File: config.mk
export PLATFORM = sky130hd
export DESIGN_NAME = ibex_multdiv_issue
export DESIGN_NICKNAME = d
export VERILOG_FILES = /design/src/rtl/ibex_multdiv_issue_pkg.sv /design/src/rtl/ibex_multdiv_watchdog.sv /design/src/rtl/ibex_multdiv_issue.sv
export SDC_FILE = /design/constraint.sdc
export NUM_CORES = 1
export LEC_CHECK = 0
export CORE_ASPECT_RATIO = 1.25
export CORE_MARGIN = 8
export CORE_UTILIZATION = 40
export DETAILED_ROUTE_END_ITERATION = 10
export HOLD_SLACK_MARGIN = 0.1
export PLACE_DENSITY_LB_ADDON = 0.2
export SLEW_MARGIN = 25
export SYNTH_ARGS = -nofsm -noshare
export SYNTH_HDL_FRONTEND = slang
export SYNTH_HIERARCHICAL = 1
export SYNTH_SLANG_ARGS = --single-unit
File: constraint.sdc
create_clock -name clk_i -period 2.2 [get_ports clk_i]
set_input_delay 0.55 -clock clk_i [delete_from_list [all_inputs] [get_ports clk_i]]
set_output_delay 0.55 -clock clk_i [all_outputs]
set_load 0.005 [all_outputs]
File: src/rtl/ibex_multdiv_issue_pkg.sv
// Shared types for the multiply/divide issue controller: operator encoding
// (common with the datapath) and the controller state encoding.
package ibex_multdiv_issue_pkg;

  typedef enum logic [1:0] {
    MD_OP_MULL = 2'd0,
    MD_OP_MULH = 2'd1,
    MD_OP_DIV  = 2'd2,
    MD_OP_REM  = 2'd3
  } md_op_e;

  typedef enum logic [1:0] {
    ST_IDLE  = 2'd0,
    ST_BUSY  = 2'd1,
    ST_DRAIN = 2'd2,
    ST_RESP  = 2'd3
  } issue_state_e;

  function automatic logic is_mult_op(input logic [1:0] op);
    return (op == MD_OP_MULL) || (op == MD_OP_MULH);
  endfunction

endpackage

File: src/rtl/ibex_multdiv_watchdog.sv
// Saturating cycle counter with a sticky error flag; err_o rises on the clock
// edge that completes LIMIT counted cycles and holds until reset.
module ibex_multdiv_watchdog #(
  parameter int unsigned LIMIT = 40
) (
  input  logic clk_i,
  input  logic rst_ni,
  input  logic run_i,
  input  logic clr_i,
  output logic err_o
);

  localparam int unsigned CNT_W = $clog2(LIMIT + 1);
  localparam logic [CNT_W-1:0] LIMIT_C = CNT_W'(LIMIT);

  logic [CNT_W-1:0] cnt_q;
  logic             err_q;

  // clr_i wins over run_i so a fresh BUSY/DRAIN entry always starts from zero.
  always_ff @(posedge clk_i) begin
    if (!rst_ni) begin
      cnt_q <= '0;
      err_q <= 1'b0;
    end else if (clr_i) begin
      cnt_q <= '0;
    end else if (run_i && (cnt_q != LIMIT_C)) begin
      cnt_q <= cnt_q + 1'b1;
      if (cnt_q == LIMIT_C - 1'b1) begin
        err_q <= 1'b1;
      end
    end
  end

  assign err_o = err_q;

endmodule

File: src/rtl/ibex_multdiv_issue.sv
// Issue/writeback controller around the iterative mult/div datapath.
// Optional result cache for repeated requests: IBEX_MULTDIV_RESULT_CACHE_EN.
module ibex_multdiv_issue #(
  parameter int unsigned TAG_W       = 5,
  parameter int unsigned TIMEOUT_CYC = 40
) (
  input  logic             clk_i,
  input  logic             rst_ni,
  input  logic             req_valid_i,
  output logic             req_ready_o,
  input  logic [1:0]       req_operator_i,
  input  logic [1:0]       req_signed_mode_i,
  input  logic [31:0]      req_op_a_i,
  input  logic [31:0]      req_op_b_i,
  input  logic [TAG_W-1:0] req_tag_i,
  input  logic             kill_i,
  output logic             md_mult_en_o,
  output logic             md_div_en_o,
  output logic [1:0]       md_operator_o,
  output logic [1:0]       md_signed_mode_o,
  output logic [31:0]      md_op_a_o,
  output logic [31:0]      md_op_b_o,
  input  logic [31:0]      md_result_i,
  input  logic             md_valid_i,
  output logic             wb_valid_o,
  input  logic             wb_ready_i,
  output logic [31:0]      wb_result_o,
  output logic [TAG_W-1:0] wb_tag_o,
  output logic             timeout_err_o
);

  import ibex_multdiv_issue_pkg::*;

  issue_state_e     state_q;
  logic             mult_en_q;
  logic             div_en_q;
  logic [1:0]       operator_q;
  logic [1:0]       signed_mode_q;
  logic [31:0]      op_a_q;
  logic [31:0]      op_b_q;
  logic             wb_valid_q;
  logic [31:0]      wb_result_q;
  logic [TAG_W-1:0] wb_tag_q;

  logic             accept;
  logic             cache_hit;
  logic [31:0]      cache_result;
  logic             wd_run;
  logic             wd_clr;

  assign accept = (state_q == ST_IDLE) && req_valid_i && !kill_i;

`ifdef IBEX_MULTDIV_RESULT_CACHE_EN
  logic        cache_valid_q;
  logic [1:0]  cache_operator_q;
  logic [1:0]  cache_signed_mode_q;
  logic [31:0] cache_op_a_q;
  logic [31:0] cache_op_b_q;
  logic [31:0] cache_result_q;

  assign cache_hit = cache_valid_q &&
                     (cache_operator_q    == req_operator_i) &&
                     (cache_signed_mode_q == req_signed_mode_i) &&
                     (cache_op_a_q        == req_op_a_i) &&
                     (cache_op_b_q        == req_op_b_i);
  assign cache_result = cache_result_q;

  // Only results that actually reach writeback are remembered; killed ones are not.
  always_ff @(posedge clk_i) begin
    if (!rst_ni) begin
      cache_valid_q       <= 1'b0;
      cache_operator_q    <= '0;
      cache_signed_mode_q <= '0;
      cache_op_a_q        <= '0;
      cache_op_b_q        <= '0;
      cache_result_q      <= '0;
    end else if ((state_q == ST_BUSY) && md_valid_i && !kill_i) begin
      cache_valid_q       <= 1'b1;
      cache_operator_q    <= operator_q;
      cache_signed_mode_q <= signed_mode_q;
      cache_op_a_q        <= op_a_q;
      cache_op_b_q        <= op_b_q;
      cache_result_q      <= md_result_i;
    end
  end
`else
  assign cache_hit    = 1'b0;
  assign cache_result = '0;
`endif

  assign wd_run = (state_q == ST_BUSY) || (state_q == ST_DRAIN);
  assign wd_clr = (accept && !cache_hit) ||
                  ((state_q == ST_BUSY) && kill_i && !md_valid_i);

  ibex_multdiv_watchdog #(
    .LIMIT (TIMEOUT_CYC)
  ) u_watchdog (
    .clk_i  (clk_i),
    .rst_ni (rst_ni),
    .run_i  (wd_run),
    .clr_i  (wd_clr),
    .err_o  (timeout_err_o)
  );

  // Enables drop on the edge that sees md_valid_i so the datapath never relaunches;
  // in DRAIN they stay up because the datapath freezes if they fall mid-operation.
  always_ff @(posedge clk_i) begin
    if (!rst_ni) begin
      state_q       <= ST_IDLE;
      mult_en_q     <= 1'b0;
      div_en_q      <= 1'b0;
      operator_q    <= '0;
      signed_mode_q <= '0;
      op_a_q        <= '0;
      op_b_q        <= '0;
      wb_valid_q    <= 1'b0;
      wb_result_q   <= '0;
      wb_tag_q      <= '0;
    end else begin
      unique case (state_q)
        ST_IDLE: begin
          if (accept) begin
            operator_q    <= req_operator_i;
            signed_mode_q <= req_signed_mode_i;
            op_a_q        <= req_op_a_i;
            op_b_q        <= req_op_b_i;
            wb_tag_q      <= req_tag_i;
            if (cache_hit) begin
              state_q     <= ST_RESP;
              wb_valid_q  <= 1'b1;
              wb_result_q <= cache_result;
            end else begin
              state_q   <= ST_BUSY;
              mult_en_q <= is_mult_op(req_operator_i);
              div_en_q  <= !is_mult_op(req_operator_i);
            end
          end
        end
        ST_BUSY: begin
          if (md_valid_i) begin
            mult_en_q <= 1'b0;
            div_en_q  <= 1'b0;
            if (kill_i) begin
              state_q <= ST_IDLE;
            end else begin
              state_q     <= ST_RESP;
              wb_valid_q  <= 1'b1;
              wb_result_q <= md_result_i;
            end
          end else if (kill_i) begin
            state_q <= ST_DRAIN;
          end
        end
        ST_DRAIN: begin
          if (md_valid_i) begin
            mult_en_q <= 1'b0;
            div_en_q  <= 1'b0;
            state_q   <= ST_IDLE;
          end
        end
        ST_RESP: begin
          if (wb_ready_i || kill_i) begin
            wb_valid_q <= 1'b0;
            state_q    <= ST_IDLE;
          end
        end
        default: begin
          state_q <= ST_IDLE;
        end
      endcase
    end
  end

  assign req_ready_o      = (state_q == ST_IDLE);
  assign md_mult_en_o     = mult_en_q;
  assign md_div_en_o      = div_en_q;
  assign md_operator_o    = operator_q;
  assign md_signed_mode_o = signed_mode_q;
  assign md_op_a_o        = op_a_q;
  assign md_op_b_o        = op_b_q;
  assign wb_valid_o       = wb_valid_q;
  assign wb_result_o      = wb_result_q;
  assign wb_tag_o         = wb_tag_q;

endmodule

# == Word-level counts from Yosys, hierarchy flattened ==
# Cells that the tools add are included.
# op_classes
add_sub_neg,1
eq_ne,13
n_mux,16
bitwise_logic,3
reduce_logical,24
# ops
op,n
$mux 2,6
$reduce_and 3->1,3
$ne 2x2->1 const B,4
$pmux 2 s4,1
$reduce_and 4->1,2
$add 6x1->6 const B,1
$eq 6x6->1 const B,1
$mux 1,6
$ne 6x6->1 const B,1
$pmux 1 s2,3
$logic_and 1x1->1,5
$eq 2x1->1 const B,2
$eq 2x2->1 const B,2
$logic_not 2->1,2
$logic_or 1x1->1,4
$ne 2x1->1 const B,2
$reduce_bool 2->1,2
$reduce_or 2->1,2
$logic_not 1->1,3
$ne 3x3->1 const B,1
$not 1->1,3
$reduce_and 2->1,1
# word_totals
ff_bits,117
out_inout_bits,110
wordCells,69

# == Logic depth before layout (Yosys ltp) ==
# logic_depth
ltp_word,6
mapped_depth,9
depth_no_buf,8

# == By module ==
# The synthesis kept the hierarchy.
# modules_own_cells
module,n_inst,cells_each,area_each_um2,seq_area_each_um2
ibex_multdiv_issue,1,502,4020.1,2202.1
ibex_multdiv_watchdog,1,37,344.1,140.1

# == Least setup slack after synthesis ==
# No wires, ideal clock.
# synth_path
path_type,input port to flip-flop
startpoint,input port kill_i
endpoint,register u_watchdog.err_q (netlist: u_watchdog/err_o)
setup_ps,65
arrival_time_ps,1655
t_required_ps,2135
slack_ps,479
path_stages,8
path_buffers,2
cell_sequence,buf_6 nand2b_4 nor2_2 buf_2 a31o_2 nor4b_1 a41oi_1 nor2b_1
# synth_between
elab_chain_cells,5
word_cells_on_any_way,7
cone_classes,1 x bitwise; 6 x reduce/logical
# synth_rtl
element,line,source
start: declaration,ibex_multdiv_issue.sv:16,"input logic kill_i,"
$logic_not 1->1 or $logic_and 1x1->1 (tied branches),"ibex_multdiv_issue.sv:51, ibex_multdiv_issue.sv:93",
"$logic_and 1x1->1, on equally long branches","ibex_multdiv_issue.sv:51, ibex_multdiv_issue.sv:93",
$logic_or 1x1->1 *,ibex_multdiv_issue.sv:92,assign wd_clr = (accept && !cache_hit) ||
net wd_clr,ibex_multdiv_issue.sv:49,logic wd_clr;
$not 1->1 (no source line) *,-,
$reduce_and 3->1 (no source line) *,-,
end signal: assignment,ibex_multdiv_watchdog.sv:23,err_q <= 1'b0;
end signal: assignment,ibex_multdiv_watchdog.sv:29,err_q <= 1'b1;
end: declaration,ibex_multdiv_watchdog.sv:17,logic err_q;
# Mark *: on every way through the listed nets, which the timed path passes. The rest lies on a longest branch.
# A chain may end at the register's enable or synchronous reset.

# == Worst setup path after layout ==
# layout_path
startpoint,register state_q[0]
endpoint,output port req_ready_o
# layout_between
elab_chain_cells,1
# layout_rtl
element,line,source
start: declaration,ibex_multdiv_issue.sv:34,issue_state_e state_q;
start signal: assignment,ibex_multdiv_issue.sv:109,state_q <= ST_IDLE;
start signal: assignment,ibex_multdiv_issue.sv:129,state_q <= ST_RESP;
start signal: assignment,ibex_multdiv_issue.sv:133,state_q <= ST_BUSY;
$logic_not 2->1,ibex_multdiv_issue.sv:174,assign req_ready_o = (state_q == ST_IDLE);
end: declaration,ibex_multdiv_issue.sv:10,"output logic req_ready_o,"
# No other way between the ends.

==> reports/qor.txt <==
worst-margin pin slew: 605 ps
Pre-Repair DR Iteration Count: 4
Fmax achieved: 472 MHz
Syn Area/Cell: 8.10 um2
leading register cell type out of synthesis: dfxtp_1
fill cell count: 866
CTS HTree Levels: 4
minimum clock period: 2120 ps
hold buffer count at cts: 0
Placeable Area: 10600 um2
CTS Buf Count: 17
TritonCTS clock tree: yes
first-pass GRT wire length: 21.4 mm
worst skew pair latency: 400 ps
Synth Warn #: 6
switching power: 1.34 mW
Yosys cell types: 36
status: completed
most frequent cell after synthesis: nand2_1
Layout area overhead: 67.5%
Synth Instances: 539
Max Cap Viol: 0
P_leak: 2.63 nW
mapped cell area: 4360 um2
cell-internal power: 4.91 mW
crit path capture type: primary output
number of global-route vias before repair: 4291
cell taking the most area after synthesis: dfxtp_1
TNS Setup: 0 ps
Critical Path RT: 1650 ps
syn_nets: 657
GPL Wtd Cong: 0.782
Placed Instance Area: 6630 um2
DRC Markers: 0
initial antenna violation count: 0
Post-synth EDFFs: 0
Die H: 133 um
Final Cell Area: 7310 um2
VDD IR-drop max: 654 uV
Via Count: 4354
Hold Slack: 450 ps
Final Util: 68.9%
Max Slew Vio Count: 0
Starting Density: 41.1%
Fin Clk Skew: 5.64 ps
Final setup viols: 0
Worst EP arrival: 1570 ps
IO Port Bufs: 220
Worst slew margin: 59.7%
Synth top cells by count: 218 x nand2_1, 117 x dfxtp_1, 109 x a21oi_1
Worst Setup Start Kind: flop
WL final: 14.1 mm
Sw Ratio: 21.5%
total track usage: 18.7%
sequential share of the synthesized area: 53.7%
IO Pins: 221
total global routing overflow: 0
Seq pwr share: 36.7%
power share of the clock group: 49.3%
Comb power frac: 13.9%
initial DRC count: 185
crit share post-route: 96.2%
RSZ-0062 raised after global routing: false
Pwr Density: 856 nW/um2
Worst Path Max Fanout: 5
drt wl/cell: 15.7 um
busiest grt layer: met2
clock sink count: 117
FFs w/ async S/R, synth: 0%
postcts setup bufs: 0
Cells after DPL: 862
Die Wd: 109 um
DP Wirelength: 10.2 mm
share of cells above drive strength 1: 6.04%
Min-Delay Path Class: flop to flop
CTS Buffer Depth: 2
GR Layer Usage met2: 32.8%
top post-synthesis cells by area: dfxtp_1 54%, nand2_1 19%, a21oi_1 13%, buf_6 2.1%, ha_1 2.0%
critical path type: flop to primary output
Worst-path clk slew: 50 ps
M1 GR Usage: 19.1%
grt met3 use: 6.85%
Root Buffer: clkbuf_16
antenna viol nets, final: 0
largest net degree at the start of global routing: 74
Post-Layout Cell Count: 894
flops & latches, synth: 117
Synth top area share: 53.7%
die area: 14500 um2
Ant. Diodes: 0
Rows: 42
drt via density: 4.87
Final Hold Vio Count: 0
final net count: 867
-- kinds of logic (layout without fill, tap and decap cells) --
| kind of cell | Yosys count | after routing | share of synthesized area [%] |
|---|---|---|---|
| adder cells (fa/ha/maj) | 7 | 7 | 2.01 |
| AO/OA/AOI/OAI | 125 | 125 | 15.3 |
| multiplexers | 4 | 4 | 0.917 |
| XOR/XNOR | 2 | 2 | 0.401 |
| flip-flops | 117 | 117 | 53.7 |
| buffers and inverters | 43 | 266 | 5.62 |
| AND/OR/NAND/NOR | 241 | 241 | 22.1 |
-- worst paths after layout --
| check | start | to | slack, ps | cells after the start |
|---|---|---|---|---|
| hold / removal | md_op_b_o[23]$_SDFFE_PN0P_ | md_op_b_o[23]$_SDFFE_PN0P_ | 450 | 2 |
| setup / recovery | state_q[0]$_SDFFE_PN0P_ | req_ready_o | 80 | 3 |
| setup reg to reg | state_q[1]$_SDFFE_PN0P_ | md_mult_en_o$_SDFFE_PN0P_ | 340 | 6 |
| hold reg to reg | md_op_b_o[23]$_SDFFE_PN0P_ | md_op_b_o[23]$_SDFFE_PN0P_ | 450 | 2 |
-- placed cells by master (no fill, tap or decap), types with 5 or more instances in the layout --
cell type        Yosys  layout
nand2_1            218     218
nor2b_1              5       5
clkdlybuf4s50_1      0     220
nor2_1               7       6
a21oi_1            109     109
buf_12               0       5
inv_1                7       5
bufinv_16            0       6
ha_1                 7       6
clkbuf_16            0      17
dfxtp_1            117     117
-- state kept, by name, summed over array words and instances (netlist names) --
| signal | count |
|---|---|
| wb_valid_o | 1 |
| md_op_b_o | 32 |
| md_signed_mode_o | 2 |
| state_q | 2 |
| md_div_en_o | 1 |
| u_watchdog/err_o | 1 |
| u_watchdog/cnt_q | 6 |
| md_operator_o | 2 |
| md_op_a_o | 32 |
| wb_tag_o | 5 |
| md_mult_en_o | 1 |
| wb_result_o | 32 |
-- through the flow --
step                power, mW  worst slack (ps)
CTS                      6.32              22.2
floorplan                2.70               479
detailed placement       3.21              98.3
finish                   6.26              82.6
global placement         3.18               130
global route             6.49              21.4
-- timing repair --
item                       4_1_cts  5_1_grt
gates cloned                     0        0
setup endpoints to repair        1        1
gates resized for setup          3        1
-- metal layers --
layer	part of all wire, %	up-vias
li1	-	2179
met1	37	1998
met2	52	158
met3	8.5	19
met4	1.7	0
met5	0	-
-- layout make-up --
| type | instances | area, um2 | share of cell area [%] |
|---|---|---|---|
| clock inverters | 9 | 198 | 2.70 |
| inverters | 8 | 31.3 | 0.428 |
| clock buffers | 23 | 468 | 6.40 |
| well taps | 132 | 165 | 2.26 |
| multi-input cells | 379 | 1800 | 24.6 |
| repair buffers | 226 | 2310 | 31.6 |
| flip-flops and latches | 117 | 2340 | 32.0 |
-- worst max-delay path: stages (launching register included) --
cell and delay [ps]:
dfxtp_1 330, inv_2 120, ha_4 180, clkdlybuf4s50_1 540
-- power by group through the flow --
stage / logic, mW / clock network (mW) / registers, mW
6_report: 0.870 / 3.09 / 2.30
5_1_grt: 0.949 / 3.23 / 2.31
4_1_cts: 0.880 / 3.14 / 2.30
3_5_place_dp: 0.865 / 0 / 2.34
3_3_place_gp: 0.848 / 0 / 2.33
2_1_floorplan: 0.353 / 0 / 2.35
Note: power is estimated with default switching activity, not from simulation.
